===== config.mk =====
export PLATFORM = sky130hd
export DESIGN_NAME = reg7_arb
export DESIGN_NICKNAME = d
export VERILOG_FILES = /design/src/rtl/reg7_arb.sv
export SDC_FILE = /design/constraint.sdc
export NUM_CORES = 1
export LEC_CHECK = 0
export BUFFER_PORTS_ARGS = -buffer_cell sky130_fd_sc_hd__buf_2
export CORE_MARGIN = 4
export CORE_UTILIZATION = 35
export DETAILED_ROUTE_END_ITERATION = 10
export GPL_TIMING_DRIVEN = 0
export PLACE_DENSITY_LB_ADDON = 0.3
export SYNTH_ARGS = -nofsm -noshare
export SYNTH_HDL_FRONTEND = slang
export SYNTH_SLANG_ARGS = --single-unit
export TNS_END_PERCENT = 30

===== constraint.sdc =====
create_clock -name eck -period 2.8 [get_ports eck]
set_input_delay 0.28 -clock eck [delete_from_list [all_inputs] [get_ports eck]]
set_output_delay 0.28 -clock eck [all_outputs]
set_load 0.1 [all_outputs]

===== src/rtl/reg7_arb.sv =====
// Two-requester round-robin write arbiter driving a 7-bit register's data and load enable.
// Optional clear path (CLR state, eclr/sclr) is built when REG7_ARB_CLR_EN is defined.
module reg7_arb (
   input  logic       eck,
   input  logic       ers,
   input  logic       ereq_a,
   input  logic [6:0] ed_a,
   input  logic       ereq_b,
   input  logic [6:0] ed_b,
`ifdef REG7_ARB_CLR_EN
   input  logic       eclr,
   output logic       sclr,
`endif
   output logic [6:0] sd,
   output logic       sena,
   output logic       sack_a,
   output logic       sack_b,
   output logic       sbusy
);

   typedef enum logic [1:0] {
      IDLE = 2'd0,
      LOAD = 2'd1,
      ACK  = 2'd2
`ifdef REG7_ARB_CLR_EN
      , CLR = 2'd3
`endif
   } state_t;

   state_t r_state;
   logic   r_ptr;      // 0 = A next on contention, 1 = B
   logic   r_grant_b;  // requester owning the current transfer
   logic   w_pick_b;

   always_comb begin
      w_pick_b = (ereq_a && ereq_b) ? r_ptr : ereq_b;
   end

   always_ff @(posedge eck) begin
      if (ers) begin
         r_state   <= IDLE;
         r_ptr     <= 1'b0;
         r_grant_b <= 1'b0;
         sd        <= 7'd0;
         sena      <= 1'b0;
         sack_a    <= 1'b0;
         sack_b    <= 1'b0;
         sbusy     <= 1'b0;
`ifdef REG7_ARB_CLR_EN
         sclr      <= 1'b0;
`endif
      end else begin
         // NOTE: pulse outputs default low each edge so every strobe lasts exactly one cycle.
         sena   <= 1'b0;
         sack_a <= 1'b0;
         sack_b <= 1'b0;
`ifdef REG7_ARB_CLR_EN
         sclr   <= 1'b0;
`endif
         case (r_state)
            IDLE: begin
`ifdef REG7_ARB_CLR_EN
               if (eclr) begin
                  r_state <= CLR;
                  sclr    <= 1'b1;
                  sbusy   <= 1'b1;
               end else
`endif
               if (ereq_a || ereq_b) begin
                  r_state   <= LOAD;
                  r_grant_b <= w_pick_b;
                  sd        <= w_pick_b ? ed_b : ed_a;
                  sena      <= 1'b1;
                  sbusy     <= 1'b1;
               end
            end
            LOAD: begin
               r_state <= ACK;
               sack_a  <= ~r_grant_b;
               sack_b  <= r_grant_b;
               r_ptr   <= ~r_grant_b;
            end
            ACK: begin
               r_state <= IDLE;
               sbusy   <= 1'b0;
            end
            default: begin
               r_state <= IDLE;
               sbusy   <= 1'b0;
            end
         endcase
      end
   end

endmodule


Yosys cells after proc, flatten, opt, wreduce, memory -nomap -nowiden

Index checks and enable logic that the tools add are counted.

Register bits: 15
Input port bits: 18
Output and inout bits: 11

Equal/unequal tests: 2
Mux-type cells: 7
Bitwise gates (word level): 3
Reductions and logical operators: 7

Operators by type and width:

| kind                                                            | number |
|---|---|
| 7-bit 2-to-1 mux                                                | 1 |
| 2-bit case mux with 2 select lines                              | 1 |
| 2-bit AND reduction                                             | 2 |
| 2-bit OR reduction                                              | 2 |
| 1-bit 2-to-1 mux                                                | 3 |
| 1-bit NOT                                                       | 3 |
| 2-bit by 1-bit == test with 1-bit output, second input constant | 1 |
| 2-bit zero test                                                 | 1 |
| 2-bit 2-to-1 mux                                                | 1 |
| 2-bit != test, second input constant                            | 1 |
| 1-bit case mux with 2 select lines                              | 1 |
| 1-bit logical AND                                               | 1 |
| 1-bit logical OR                                                | 1 |

Longest topological paths before layout

Gate-level depths: netlist of the first run.

Depth after elaboration: 3
Depth in mapped cells: 4
Gate-level depth less buffers: 3

Worst setup path after synthesis of the first run

Ideal clock, no wire load.

Kind: register -> register
Start point: register, netlist name sd[0]
End point: register sd[0]
Library setup time: 0.091 ns
Arrival time: 1.241 ns
Required time: 2.709 ns
Path slack: 1.468 ns
Cell stages (with the launch flop): 3
Buffers on the path: 0
Cells stage by stage: dfxtp_1 a21oi_1 a311oi_1

RTL lines:

| what                   | line | text |
|---|---|---|
| end signal: assignment | 72   | `sd <= w_pick_b ? ed_b : ed_a;` |
| end: declaration       | 14   | `output logic [6:0] sd,` |

Worst setup path after layout of the first run

Start point: register sd[4]
End point: output sd[4]

No word-level cell between the ends.

==> results of run 1 <==
-- cell usage after synthesis, drive strengths merged --
library cell	n	area (µm²)
a311oi	7	61.3
dfxtp	15	300
nor2b	1	8.76
and2b	3	23.8
nand3	8	40.0
nand2b	2	12.5
clkbuf	1	3.75
o21ai	7	35.0
nand2	1	3.75
nor3	1	10.0
nor2	5	28.8
or2	1	6.26
inv	1	3.75
a21oi	9	45.0
buf	3	30.0
a211oi	1	7.51
o31ai	1	7.51
and2	1	6.26
-- sequential cells by signal, summed over array words and instances (netlist names) --
| signal | flops |
|---|---|
| r_ptr | 1 |
| sack_a | 1 |
| r_grant_b | 1 |
| sbusy | 1 |
| sena | 1 |
| r_state | 2 |
| sd | 7 |
| sack_b | 1 |
-- routing by layer --
metal / vias to the layer above / routed length (µm) / global-route usage [%]
met3: 2 / 92 / 2.67
met5: - / 0 / 0
met1: 277 / 677 / 15.3
li1: 316 / - / -
met2: 20 / 692 / 18.9
met4: 0 / 21 / 6.73
-- kinds of logic after synthesis --
group	Yosys count	share of synthesized area, %
flip-flops	15	47.3
AND/OR/NAND/NOR	23	22.1
AO/OA/AOI/OAI	25	24.7
buffers and inverters	5	5.92
-- final cells by class --
type / count / area (µm²)
fill: 197 / 895
sequential: 15 / 300
multi-input combinational: 48 / 297
buffer: 4 / 33.8
clock buffer: 4 / 26.3
inverter: 1 / 3.75
tap: 25 / 31.3
timing repair buffer: 28 / 140
-- worst paths after layout --
kind / to / slack [ns] / cells past startpoint
max: sd[4] / 1.47 / 1
min: sd[3]$_SDFFE_PP0P_ / 0.21 / 2
max reg2reg: sd[5]$_SDFFE_PP0P_ / 1.66 / 2
min reg2reg: sbusy$_SDFFE_PP0P_ / 0.47 / 2
-- power groups by stage --
stage | logic, W | clock network (W) | registers, W
3_5_place_dp | 0.000209 | 0 | 0.000251
3_3_place_gp | 0.000207 | 0 | 0.000251
4_1_cts | 0.000209 | 0.000124 | 0.000247
5_1_grt | 0.000218 | 0.000135 | 0.000249
6_report | 0.000208 | 0.000118 | 0.000246
2_1_floorplan | 0.0000543 | 0 | 0.000364
-- through the flow --
step,setup WS (ns),instances,area [µm²]
floorplan,1.47,68,634
global placement,1.56,121,806
detailed placement,1.53,121,806
CTS,1.46,125,832
global route,1.43,125,832
finish,1.47,125,832
==> results.tsv, run 1 <==
stage	metric	value	unit
pwr	Peak supply drop	0.000279	V
global_routing	Total Routing Usage GR	12.1	%
global_routing	vias in the first global route	553	
run_status	status	finished, final reports clean	
timing	Slew Limit Headroom	68.1	%
timing	Tmin final	1.33	ns
detailed_routing	vias per std cell	4.92	
final_layout	Diodes inserted	0	
timing	Hold Slack	0.208	ns
floorplanning	floorplan row count	15	
global_routing	largest net degree at the start of global routing	11	
critical_path	required time of the critical path	2.52	ns
floorplanning	Die Ht	50.6	µm
critical_path	Crit path max-delay family	buffers and inverters	
pwr	Logic pwr share	36.3	%
worst_hold_path	hold wc startpoint	ers	
pwr	Switching Power	0.000236	W
detailed_routing	drt first-iter violations	4	
clock_network	Resized Gates After CTS	0	
clock_network	Root Buffer	clkbuf_4	
critical_path	critical-path cell list	buf_2	
global_routing	first-pass GRT wire length	2.32	mm
final_layout	nets	119	
critical_path	CP Max Fanout	2	
detailed_routing	drt first pass iters	4	
clock_network	hold-fix buffer count after cts	0	
clock_network	Skew-Pair Late Insertion Delay	0.27	ns
pwr	Static Leak	0.375	nW
timing	Max Fclk	754	MHz
clock_network	Post-CTS Setup Repair Bufs	0	
final_layout	commonest non-fill, non-tap cell in the layout	buf_2	
placement	I/O Buffers	28	
placement	placed wire-length estimate	1.09	mm
pwr	total chip power	0.000572	W
pwr	Pwr Density	688	nW/µm²
yosys	Synth Warn #	0	
yosys	#FFs+latches synth	15	
detailed_routing	Routed WL	1.48	mm
yosys	syn nets	86	
clock_network	# H-tree levels	1	
pwr	Sw Ratio	41.3	%
clock_network	clk slew on worst S/H paths	0.08	ns
timing	max-slew violation count	0	
clock_network	Clock Tree Buf Depth	2	
yosys	Seq/Total Area, Yosys	47.3	%
floorplanning	full die area	2560	µm²
critical_path	slowest cell on the critical path	buf_2	
placement	Final GP Congestion	0.694	
detailed_routing	DRC	0	
detailed_routing	Final ANT Viol Nets	0	
critical_path	Reg-to-Reg Start	r_state[1]$_SDFFE_PP0P_	
final_layout	area grow syn2layout	31.2	%
global_routing	total gr overflow	0	
floorplanning	Initial Util	36.7	%
critical_path	CP bufs+invs	1	
global_routing	initial antenna violation count	0	
detailed_routing	via count	615	
floorplanning	IO Count	29	
yosys	Distinct cells, synth	22	
yosys	syn avg cell area	9.33	µm²
final_layout	commonest non-fill, non-tap cells in the layout	buf_2 (28), dfxtp_1 (15), a21oi_1 (9)	
clock_network	# clock sinks	15	
timing	Final Skew	0.000725	ns
flow_run	max-cap violations	0	
yosys	Syn Inst Count	68	
critical_path	crit end category	primary output	
critical_path	WS Path Type	register to primary output	
timing	setup_tns	0	ns
yosys	synthesized area	634	µm²
timing	final setup violation count	0	
pwr	internal power	0.000336	W
critical_path	startpoint types	register	
final_layout	Util after Layout	48.2	%
pwr	power share of the clock group	20.7	%
clock_network	CTS tree	built	
floorplanning	Core Box Area	1730	µm²
worst_hold_path	hold crit path type	input pin to register	
floorplanning	Die Wd	50.6	µm
timing	Least-Margin Pin Slew	0.475	ns
critical_path	CP arrival	1.05	ns
timing	final-report hold violation count	0	
critical_path	CP startpoint	sd[4]$_SDFFE_PP0P_	
timing	RSZ-0062 raised after global routing	false	
timing	crit share post-route	47.3	%
final_layout	share of cells above drive strength 1	39.0	%
clock_network	CTS buffer count	3	
pwr	sequential share of power	43.0	%
detailed_routing	routed len/inst	11.9	µm
critical_path	largest stage delay on the critical path	0.43	ns
Note: power is estimated with default switching activity, not from simulation.
==> inputs of run 2 (changes only) <==
==> constraint.sdc (replaced) <==
create_clock -name eck -period 1.13 [get_ports eck]
set_input_delay 0.113 -clock eck [delete_from_list [all_inputs] [get_ports eck]]
set_output_delay 0.113 -clock eck [all_outputs]
set_load 0.1 [all_outputs]
==> results.tsv, run 2 (synthesis results as in run 1) <==
stage	metric	value	unit	change
run_status	status	finished, final reports clean		
timing	Max Fclk	937	MHz	
global_routing	total gr overflow	0		unchanged
flow_run	max-cap violations	0		unchanged
final_layout	Util after Layout	54.2	%	+6.0 points
global_routing	initial antenna violation count	0		unchanged
detailed_routing	vias per std cell	5.11		+3.8%
final_layout	max reg flops	7		unchanged
final_layout	Diodes inserted	0		unchanged
detailed_routing	Routed WL	1.69	mm	+14%
floorplanning	floorplan row count	15		unchanged
global_routing	largest net degree at the start of global routing	11		unchanged
detailed_routing	drt first pass iters	4		unchanged
critical_path	crit end category	register		
timing	final-report hold violation count	0		unchanged
detailed_routing	routed len/inst	13.2	µm	+11%
floorplanning	IO Count	29		unchanged
clock_network	Root Buffer	clkbuf_4		
timing	setup_tns	0	ns	unchanged
clock_network	# clock sinks	15		unchanged
critical_path	CP Max Fanout	7		+5
clock_network	CTS buffer count	3		unchanged
timing	crit share post-route	94.5	%	
critical_path	Reg-to-Reg Start	r_ptr$_SDFFE_PP0N_		
timing	final setup violation count	0		unchanged
detailed_routing	Final ANT Viol Nets	0		unchanged
final_layout	Top reg by flops	sd		
pwr	sequential share of power	40.5	%	-2.5 points
critical_path	R2R cell count	3		+1
worst_hold_path	hold crit path type	input pin to register		
pwr	Sw Ratio	42.2	%	+0.88 points
final_layout	area grow syn2layout	47.5	%	
detailed_routing	drt first-iter violations	5		+1
critical_path	WS Path Type	register to register		
critical_path	CP arrival	1.24	ns	+0.19 ns
final_layout	share of cells above drive strength 1	50.5	%	+11 points
clock_network	# H-tree levels	1		unchanged
detailed_routing	via count	654		+6.3%
clock_network	CTS tree	built		
detailed_routing	DRC	0		unchanged
floorplanning	Die Wd	50.6	µm	unchanged
clock_network	Clock Tree Buf Depth	2		unchanged
pwr	internal power	0.000886	W	+160%
floorplanning	full die area	2560	µm²	unchanged
pwr	power share of the clock group	20.9	%	+0.2 points
final_layout	top flop regs	sd (7), r_state (2)		
critical_path	FF-to-FF setup slack	0.06	ns	-1.60 ns
floorplanning	Initial Util	36.7	%	unchanged
critical_path	crit path capture	sd[4]$_SDFFE_PP0P_		
clock_network	Skew-Pair Late Insertion Delay	0.29	ns	+0.02 ns
timing	Slew Limit Headroom	81.4	%	+13 points
timing	Least-Margin Pin Slew	0.281	ns	-0.194 ns
critical_path	startpoint types	register		
global_routing	first-pass GRT wire length	2.70	mm	+16%
critical_path	CP startpoint	r_ptr$_SDFFE_PP0N_		
placement	Placement Setup Slack	-0.0261	ns	-1.55 ns
pwr	Static Leak	0.406	nW	+8.3%
timing	max-slew violation count	0		unchanged
critical_path	required time of the critical path	1.30	ns	-1.22 ns
placement	I/O Buffers	28		unchanged
placement	Final GP Congestion	0.751		+8.2%
final_layout	commonest non-fill, non-tap cells in the layout	buf_2 (17), buf_4 (12), dfxtp_1 (10)		
floorplanning	Die Ht	50.6	µm	unchanged
clock_network	clk slew on worst S/H paths	0.10	ns	+0.02 ns
pwr	Logic pwr share	38.6	%	+2.3 points
floorplanning	Core Box Area	1730	µm²	unchanged
placement	placed wire-length estimate	1.14	mm	+4.2%
pwr	Peak supply drop	0.000759	V	+170%
pwr	Switching Power	0.000646	W	+170%
global_routing	Total Routing Usage GR	14.3	%	+2.2 points
timing	Tmin final	1.07	ns	
pwr	Pwr Density	1640	nW/µm²	+140%
timing	Final Skew	0.00602	ns	+0.00529 ns
critical_path	RR Endpoint	sd[4]$_SDFFE_PP0P_		
final_layout	commonest non-fill, non-tap cell in the layout	buf_2		
global_routing	vias in the first global route	647		+17%
final_layout	nets	122		+2.5%
timing	setup slack after layout	0.0625	ns	-1.41 ns
## run 2: how the worst min path moves through the flow
stage	from	end	depth (start not counted)
after floorplan	ers	sd[3]$_SDFFE_PP0P_	1
after global placement	ers	sd[6]$_SDFFE_PP0P_	2
after detailed placement	ers	sd[6]$_SDFFE_PP0P_	2
after CTS	ed_a[6]	sd[6]$_SDFFE_PP0P_	3
after global routing	ed_a[3]	sd[3]$_SDFFE_PP0P_	3
final	ed_a[6]	sd[6]$_SDFFE_PP0P_	3
## run 2: critical path, cell delays in order (launching register included)
cell and delay (ns):
dfxtp_2 0.34, and2b_2 0.26, o21ai_0 0.21, a311oi_2 0.13
## run 2: cell type report
class / instances / area (µm²)
multi-input cells: 49 / 334
inverters: 1 / 3.75
repair buffers: 30 / 198
flip-flops and latches: 15 / 307
clock inverters: 1 / 5.00
well taps: 25 / 31.3
fillers: 178 / 791
plain buffers: 4 / 35.0
clock buffers: 3 / 22.5
## run 2: power by group through the flow
stage | sequential, W | combinational (W) | clock, W
after floorplan | 0.000905 | 0.000134 | 0
after global placement | 0.000622 | 0.000517 | 0
after detailed placement | 0.000624 | 0.000519 | 0
final | 0.000620 | 0.000592 | 0.000320
after global routing | 0.000629 | 0.000623 | 0.000349
after CTS | 0.000616 | 0.000547 | 0.000330
## run 2: through the flow
stage	power (W)	std cells	hold slack, ns	cell area, µm²
global route	0.00160	128	0.0949	936
global placement	0.00114	121	0.324	808
detailed placement	0.00114	121	0.322	808
CTS	0.00149	126	0.0793	880
finish	0.00153	128	0.0859	936
floorplan	0.00104	68	0.185	637
## run 2: layer usage
| metal | vias up | part of all wire [%] | track usage (%) |
|---|---|---|---|
| met2 | 21 | 46 | 22.8 |
| met3 | 5 | 6.0 | 3.56 |
| li1 | 322 | - | - |
| met5 | - | 0 | 0 |
| met4 | 0 | 2.8 | 10.8 |
| met1 | 306 | 45 | 16.4 |
## run 2: timing repair
action                     CTS  global route
pin swaps                    0             3
setup endpoints to repair   18             7
resized for setup           12            11
hold buffers                 1             0
cloned                       0             1
hold endpoints to repair     2             0
setup buffers                0             1
